<file path="config.mk">
export PLATFORM = sky130hd
export DESIGN_NAME = xbus_initiator
export DESIGN_NICKNAME = d
export VERILOG_FILES = /design/src/rtl/xbus_initiator.sv
export SDC_FILE = /design/constraint.sdc
export NUM_CORES = 1
export LEC_CHECK = 0
export ABC_CLOCK_PERIOD_IN_PS = 1500
export BUFFER_PORTS_ARGS = -buffer_cell sky130_fd_sc_hd__buf_2
export CAP_MARGIN = 15
export CORE_MARGIN = 3
export CORE_UTILIZATION = 42
export DETAILED_ROUTE_END_ITERATION = 8
export GPL_TIMING_DRIVEN = 0
export PLACE_DENSITY = 0.81
export SYNTH_ARGS = -nofsm -noshare
export SYNTH_HDL_FRONTEND = slang
export SYNTH_SLANG_ARGS = --single-unit
</file>
<file path="constraint.sdc">
create_clock -name mclk -period 1.5 [get_ports mclk]
set_input_delay 0.075 -clock mclk [delete_from_list [all_inputs] [get_ports mclk]]
set_output_delay 0.075 -clock mclk [all_outputs]
set_load 0.005 [all_outputs]
</file>
<file path="src/rtl/xbus_initiator.sv">
// rtl/xbus_initiator.sv - Xbus single-word read/write initiator with four-phase ack handshake
// Optional no-acknowledge abort enabled by defining XBUS_TIMEOUT_EN.
module xbus_initiator #(
  parameter int TIMEOUT = 255
) (
  input  logic        mclk,
  input  logic        reset_n,
  input  logic        start_rd,
  input  logic        start_wr,
  input  logic [21:0] vma,
  input  logic [31:0] wdata,
  input  logic        ack_n,
  input  logic [31:0] bus_in,
  input  logic        mempar_in,
  input  logic        ignpar,
  input  logic        clr_err,
  output logic        req,
  output logic [21:0] addr,
  output logic        wrcyc,
  output logic [31:0] bus_out,
  output logic        bus_oe,
  output logic        mempar_out,
  output logic [31:0] md,
  output logic        loadmd,
  output logic        done,
  output logic        busy,
  output logic        perr,
  output logic        nxm
);

  if (TIMEOUT < 1 || TIMEOUT > 255) begin : g_bad_timeout
    $error("xbus_initiator: TIMEOUT out of range 1..255");
  end

  typedef enum logic [1:0] {IDLE, WAIT_ACK, WAIT_REL} state_t;

  state_t      state_q, state_d;
  logic        req_d, wrcyc_d, bus_oe_d, mempar_d, loadmd_d, done_d, busy_d, perr_d, nxm_d;
  logic [21:0] addr_d;
  logic [31:0] bus_out_d, md_d;
`ifdef XBUS_TIMEOUT_EN
  localparam logic [7:0] TMO_LAST = 8'(TIMEOUT - 1);
  logic [7:0] cnt_q, cnt_d;
`endif

  always_comb begin
    state_d  = state_q;
    req_d    = req;
    addr_d   = addr;
    wrcyc_d  = wrcyc;
    bus_out_d = bus_out;
    bus_oe_d = bus_oe;
    md_d     = md;
    loadmd_d = 1'b0;
    done_d   = 1'b0;
    busy_d   = busy;
    perr_d   = perr & ~clr_err;
`ifdef XBUS_TIMEOUT_EN
    nxm_d    = nxm & ~clr_err;
    cnt_d    = cnt_q;
`else
    nxm_d    = 1'b0;
`endif
    case (state_q)
      IDLE: begin
        // write wins when both starts arrive on the same edge
        if (start_wr || start_rd) begin
          addr_d    = vma;
          bus_out_d = wdata;
          wrcyc_d   = start_wr;
          bus_oe_d  = start_wr;
          req_d     = 1'b1;
          busy_d    = 1'b1;
          state_d   = WAIT_ACK;
`ifdef XBUS_TIMEOUT_EN
          cnt_d     = 8'd0;
`endif
        end
      end
      WAIT_ACK: begin
`ifdef XBUS_TIMEOUT_EN
        cnt_d = cnt_q + 8'd1;
`endif
        if (!ack_n) begin
          req_d    = 1'b0;
          bus_oe_d = 1'b0;
          done_d   = 1'b1;
          state_d  = WAIT_REL;
          if (!wrcyc) begin
            md_d     = bus_in;
            loadmd_d = 1'b1;
            if (!ignpar && !(^{bus_in, mempar_in}))
              perr_d = 1'b1;
          end
        end
`ifdef XBUS_TIMEOUT_EN
        else if (cnt_q == TMO_LAST) begin
          req_d    = 1'b0;
          bus_oe_d = 1'b0;
          done_d   = 1'b1;
          nxm_d    = 1'b1;
          state_d  = WAIT_REL;
          if (!wrcyc) begin
            md_d     = 32'hFFFF_FFFF;
            loadmd_d = 1'b1;
          end
        end
`endif
      end
      WAIT_REL: begin
        if (ack_n) begin
          busy_d  = 1'b0;
          state_d = IDLE;
        end
      end
      default: state_d = IDLE;
    endcase
    mempar_d = ~^bus_out_d;
  end

  always_ff @(posedge mclk) begin
    if (!reset_n) begin
      state_q    <= IDLE;
      req        <= 1'b0;
      addr       <= 22'd0;
      wrcyc      <= 1'b0;
      bus_out    <= 32'd0;
      bus_oe     <= 1'b0;
      mempar_out <= 1'b1;
      md         <= 32'd0;
      loadmd     <= 1'b0;
      done       <= 1'b0;
      busy       <= 1'b0;
      perr       <= 1'b0;
      nxm        <= 1'b0;
`ifdef XBUS_TIMEOUT_EN
      cnt_q      <= 8'd0;
`endif
    end else begin
      state_q    <= state_d;
      req        <= req_d;
      addr       <= addr_d;
      wrcyc      <= wrcyc_d;
      bus_out    <= bus_out_d;
      bus_oe     <= bus_oe_d;
      mempar_out <= mempar_d;
      md         <= md_d;
      loadmd     <= loadmd_d;
      done       <= done_d;
      busy       <= busy_d;
      perr       <= perr_d;
      nxm        <= nxm_d;
`ifdef XBUS_TIMEOUT_EN
      cnt_q      <= cnt_d;
`endif
    end
  end

endmodule

</file>
==> results of run 1 <==
path summary, 6_finish.rpt:
path	start	to	slack [ns]	cells past startpoint
worst max-delay path	bus_out[17]$_SDFF_PN0_	mempar_out$_SDFF_PN1_	-0.12	6
worst min-delay path	bus_in[11]	md[11]$_SDFFE_PN0P_	0.03	3
worst max register to register	bus_out[17]$_SDFF_PN0_	mempar_out$_SDFF_PN1_	-0.12	6
worst min register to register	md[22]$_SDFFE_PN0P_	md[22]$_SDFFE_PN0P_	0.46	2
power by group through the flow:
stage | clock [mW] | sequential, mW | combinational (mW)
after floorplan | 0 | 2.93 | 1.20
after global placement | 0 | 2.91 | 1.77
after detailed placement | 0 | 2.93 | 1.81
after CTS | 1.86 | 2.87 | 2.05
after global routing | 1.95 | 2.90 | 2.34
final | 1.81 | 2.88 | 2.16
routing by layer:
layer  track usage  up-vias  wire length (µm)
li1              -     2189                 -
met1         0.259     2085              5240
met2         0.446      189              7230
met3        0.0611       35               944
met4         0.109        0               497
met5             0        -                 0
sequential cells by signal, summed over array words and instances (netlist names), 2 cells and up:
register,count
state_q,2
md,32
addr,22
bus_out,32
synthesized netlist by cell type (all sizes together) (2+ instances only):
cell type | number | area (µm²)
a21oi | 91 | 459
buf | 2 | 11.3
clkbuf | 29 | 109
dfxtp | 96 | 1920
inv | 4 | 15.0
nand2 | 174 | 653
nand3 | 2 | 10.0
nor2 | 6 | 22.5
xnor2 | 81 | 717
xor2 | 12 | 105
cell families after synthesis:
logic type             share of synthesized area
AO/OA/AOI/OAI                              0.123
AND/OR/NAND/NOR                            0.173
other                                   0.000908
buffers and inverters                     0.0327
flip-flops                                 0.465
XOR/XNOR                                   0.204
through the flow:
stage,total power [mW],hold WS (ns)
2_1_floorplan,4.14,0.152
3_3_place_gp,4.68,0.291
3_5_place_dp,4.73,0.301
4_1_cts,6.78,0.00239
5_1_grt,7.20,0.0223
6_report,6.85,0.0323
final cells by class:
cell class	count	area (µm²)
Fill cell	706	2900
Multi-Input combinational cell	380	2210
Sequential cell	96	1920
Timing Repair Buffer	274	1820
Buffer	30	178
Tap cell	129	161
Clock buffer	10	128
Clock inverter	5	82.6
Inverter	4	15.0
tightest hold or removal path: cells and delay by family:
kind                   cells  cell delay [ns]
AO/OA/AOI/OAI              1             0.06
buffers and inverters      1             0.12
AND/OR/NAND/NOR            1             0.08
what timing repair did:
item,4_1_cts,5_1_grt
pin swaps,2,15
buffers inserted,0,1
setup endpoints to repair,88,80
gates resized for setup,31,37
hold buffers,88,0
hold endpoints to repair,89,0
cells in the final DEF (no fill, tap or decap):
cell type / synthesis / routed
clkbuf_2: 0 / 5
or3_1: 1 / 1
o22ai_1: 1 / 1
nor2_1: 6 / 4
xnor2_2: 1 / 13
dfxtp_2: 0 / 1
and2_1: 1 / 1
bufinv_16: 0 / 2
xnor3_1: 1 / 1
clkbuf_8: 0 / 11
xor2_1: 12 / 11
a21oi_2: 1 / 1
conb_1: 1 / 1
a21oi_1: 90 / 90
a2bb2oi_1: 1 / 1
xor2_2: 0 / 1
xnor2_1: 80 / 68
dlygate4sd3_1: 0 / 86
dlymetal6s4s_1: 0 / 2
a22oi_1: 1 / 1
inv_2: 0 / 1
inv_1: 4 / 3
buf_2: 0 / 189
nor2_4: 0 / 2
nand2_1: 174 / 174
clkbuf_4: 0 / 4
nor3_1: 1 / 1
dfxtp_1: 96 / 95
o21a_4: 0 / 1
nand3_1: 2 / 1
buf_4: 1 / 6
clkbuf_1: 29 / 11
o211ai_1: 1 / 1
nand2b_1: 1 / 1
nand3_4: 0 / 1
o21ai_1: 0 / 1
clkinvlp_4: 0 / 3
o31ai_1: 1 / 1
or2_4: 0 / 1
==> impl_metrics.yaml, run 1 <==
worst_setup_path:
  crit_family: "XOR/XNOR gates"
  cp-start-kind: "flip-flop"
  worst_ep_arrival_time_ns: 1.83
  end_kind: "flip-flop"
  slowest_stage: "dfxtp_1"
  cp.required_ns: 1.72
  cp_num_buf_inv: 0
  path_cells: "xor2_1 -> xnor2_1 -> xnor2_1 -> xnor2_1 -> xnor2_1 -> o211ai_1"
  cp_common_cell: "xnor2_1"
  cpPeakStageDelay_ns: 0.34
  critical_path_class: "reg -> reg"
  path_max_fanout: 3
outcome:
  failed_checks: "negative setup slack"
  status: "finished with violations"
pwr:
  switchingPower_mw: 2.04
  power_leakage_nw: 2.92
  swShare: 0.298
  power_frac_clock: 0.265
  internal-power_mw: 4.81
  p_comb_frac: 0.315
  seq_power_share: 0.420
  vdd_ir_drop_max_mv: 0.615
  power_density_nw_per_um2: 1050
yosys:
  syn_inst: 511
  ys_seq_elements: 96
  ys.flop_type: "dfxtp_1"
  async_flop_share: 0
  synth_warnings: 0
  syn_avg_cell_area_um2: 8.08
  synth_edf_count: 0
  ys_types: 27
  synth_nets: 605
  ys_seq_area_frac: 0.465
  synth_area_um2: 4130
cells_and_area:
  post-route-util: 0.692
  fin_nets: 889
  final_area_um2: 6520
  fin_cells: 928
  area_delta_synth_final_pct: 57.7
  layout-drive-gt1-share: 0.303
  antenna_cells: 0
floorplanning:
  initial_core_util: 0.439
  chipWidth_um: 105
  pin_count: 189
  fp.dieH_um: 105
  coreArea_um2: 9420
  dieArea_um2: 11100
  rows: 35
timing:
  fin_setup_tns_ns: -0.117
  period_needed_ns: 1.62
  fmax_mhz: 619
  finalSetupViolCount: 2
  rsz0062_at_grt: "true"
  hold_viol_final: 0
  skew_ns: 0.0116
  layout_setup_ws_ns: -0.116
  final_max_slew_viol_count: 0
  tightest_slew_ns: 0.601
  relSlewSlack: 0.600
  post-route-period-util: 1.08
placement:
  dp.final_hpwl_um: 9030
  dp.cells: 827
  io_buffers: 187
  place_congestion: 0.858
  placed_cell_area_um2: 5230
  place_ws_ns: -0.575
detailed_routing:
  wl_per_cell_um: 15.0
  drtAntennaViolNets: 0
  via_count: 4498
  viasPerCell: 4.85
  wl_um: 13900
  firstDrtPassIters: 6
  drtIter0Drc: 167
  drcViolationCount: 0
clocking:
  clock_tree.htree_level_count: 3
  clkTransAtPathRegs_ns: 0.10
  cts_buffers: 9
  cts-root-buf: "clkbuf_8"
  cts.path.max_buffers: 2
  tritoncts: "built"
  clk_latency_ns: 0.34
  cts.sinks: 96
global_routing:
  grt_use_total: 0.242
  grt_pass1_wl_um: 21800
  grt_max_degree: 16
  grt_pass1_vias: 4645
  overflow: 0
  antenna_found_initial: 0
flow_run:
  drv_cap: 0
min_path:
  hold_class: "in -> reg"
(Power assumes the default switching activity.)
==> run 2, diff against run 1 <==
- RECOVER_POWER: default -> 25
- SKIP_CTS_REPAIR_TIMING: default -> 1
==> run 2 against run 1 <==
- the flow finishes with violations (negative hold slack, negative setup slack)
- core utilization is 2.3 points lower
- global-route usage fell by 3.9 points
- worst setup slack improved by 0.11 ns
- critical path type unchanged
- largest power group unchanged
==> impl_metrics.yaml, run 2 (same netlist as run 1, synthesis figures left out) <==
outcome:
  status: "finished with violations"
  failed_checks: "negative hold slack, negative setup slack"
worst_setup_path:
  path_max_fanout: 3
  worst_ep_arrival_time_ns: 1.72
  slowest_stage: "dfxtp_2"
  cp-start-kind: "flip-flop"
  path_cells: "xnor2_1 -> xnor2_1 -> xnor2_2 -> xnor2_1 -> xnor2_1 -> o211ai_1"
  critical_path_cell_count: 6
  cp_num_buf_inv: 0
  end_kind: "flip-flop"
  crit_family: "XOR/XNOR gates"
  reg2regPathDepth: 6
  cp.required_ns: 1.72
  cpPeakStageDelay_ns: 0.34
  cp_common_cell: "xnor2_1"
  critical_path_class: "reg -> reg"
floorplanning:
  fp.dieH_um: 105
  rows: 35
  chipWidth_um: 105
  dieArea_um2: 11100
  coreArea_um2: 9420
  pin_count: 189
  initial_core_util: 0.439
flow_run:
  drv_cap: 0
clocking:
  tritoncts: "built"
  clk_latency_ns: 0.35
  cts.path.max_buffers: 2
  clock_tree.htree_level_count: 3
  cts-root-buf: "clkbuf_8"
  cts_buffers: 9
  cts.sinks: 96
  clkTransAtPathRegs_ns: 0.10
timing:
  fmax_mhz: 665
  relSlewSlack: 0.621
  hold_viol_final: 9
  layout_setup_ws_ns: -0.00339
  final_max_slew_viol_count: 0
  rsz0062_at_grt: "true"
  finalSetupViolCount: 1
  tightest_slew_ns: 0.569
  period_needed_ns: 1.50
  fin_setup_tns_ns: -0.00339
  post-route-period-util: 1.00
  hold_ws_ns: -0.0127
  skew_ns: 0.0170
placement:
  io_buffers: 187
  dp.final_hpwl_um: 9030
  place_congestion: 0.858
detailed_routing:
  wl_um: 13400
  via_count: 4409
  drtIter0Drc: 166
  drcViolationCount: 0
  viasPerCell: 4.81
  wl_per_cell_um: 14.6
  drtAntennaViolNets: 0
  firstDrtPassIters: 7
min_path:
  holdPathStages: 3
  hold_class: "in -> reg"
global_routing:
  grt_use_met3: 0.0556
  grt_pass1_wl_um: 18400
  grt_max_degree: 16
  met2_usage: 0.358
  grt_pass1_vias: 3946
  overflow: 0
  antenna_found_initial: 0
  top_usage_layer: "met2"
  grt_use_total: 0.203
  gr-usage-met1: 0.237
cells_and_area:
  area_delta_synth_final_pct: 52.6
  fin_nets: 878
  largestRegisters: "bus_out: 32 flops, md: 32 flops, addr: 22 flops"
  post-route-util: 0.669
  final_cell_mix: "nand2_1, buf_2, dfxtp_1"
  layout-drive-gt1-share: 0.280
  layout_commonest_cell: "nand2_1"
  antenna_cells: 0
pwr:
  power_leakage_nw: 2.73
  power_frac_clock: 0.268
  seq_power_share: 0.424
  total_power_mw: 6.80
  vdd_ir_drop_max_mv: 0.694
  swShare: 0.298
  p_comb_frac: 0.308
  power_density_nw_per_um2: 1080
  internal-power_mw: 4.77
  switchingPower_mw: 2.02
## run 2: changes by cell type in the layout (fill, tap and decap cells not counted), sizes merged
cell           before  now
clkdlybuf4s15       0    1
clkbuf             31   52
dlymetal6s4s        2    0
dlygate4sd3        86   71
buf               195  179
## run 2: per-layer routing
layer,vias up,routed length (µm),share of wire
li1,2161,-,-
met1,2036,5150,0.38
met5,-,0,0
met2,182,6950,0.52
met3,30,914,0.068
met4,0,363,0.027
## run 2: path summary, 6_finish.rpt
check	start	endpoint	slack (ns)
max reg2reg	bus_out[30]$_SDFF_PN0_	mempar_out$_SDFF_PN1_	-0.003
max	bus_out[30]$_SDFF_PN0_	mempar_out$_SDFF_PN1_	-0.003
min	bus_in[17]	md[17]$_SDFFE_PN0P_	-0.01
min reg2reg	md[22]$_SDFFE_PN0P_	md[22]$_SDFFE_PN0P_	0.46
## run 2: cell type report
class                   count  area (µm²)
plain buffers              30         183
fillers                   755        3110
inverters                   4        15.0
well taps                 129         161
multi-input cells         380        2150
repair buffers            263        1660
flip-flops and latches     96        1930
clock buffers              10         128
clock inverters             5        82.6
## run 2: per-stage QoR
| step | area [µm²] | hold slack (ns) | cells | setup WS (ns) |
|---|---|---|---|---|
| final | 6300 | -0.0127 | 917 | -0.00339 |
| after global routing | 6300 | 0.000433 | 917 | -0.0528 |
| after CTS | 5440 | -0.0729 | 842 | -0.588 |
| after detailed placement | 5230 | 0.301 | 827 | -0.575 |
| after global placement | 5230 | 0.291 | 827 | -0.514 |
| after floorplan | 4130 | 0.152 | 511 | -0.0601 |
## run 2: tightest hold or removal path: stages
cell and delay (ns):
buf_2 0.11, nand2_1 0.05, a21oi_1 0.05
## run 2: power by group through the flow
| stage | registers [mW] | logic (mW) | clock network [mW] |
|---|---|---|---|
| floorplan | 2.93 | 1.20 | 0 |
| detailed placement | 2.93 | 1.81 | 0 |
| global placement | 2.91 | 1.77 | 0 |
| global route | 2.91 | 2.28 | 1.95 |
| CTS | 2.87 | 1.82 | 1.86 |
| finish | 2.88 | 2.09 | 1.82 |
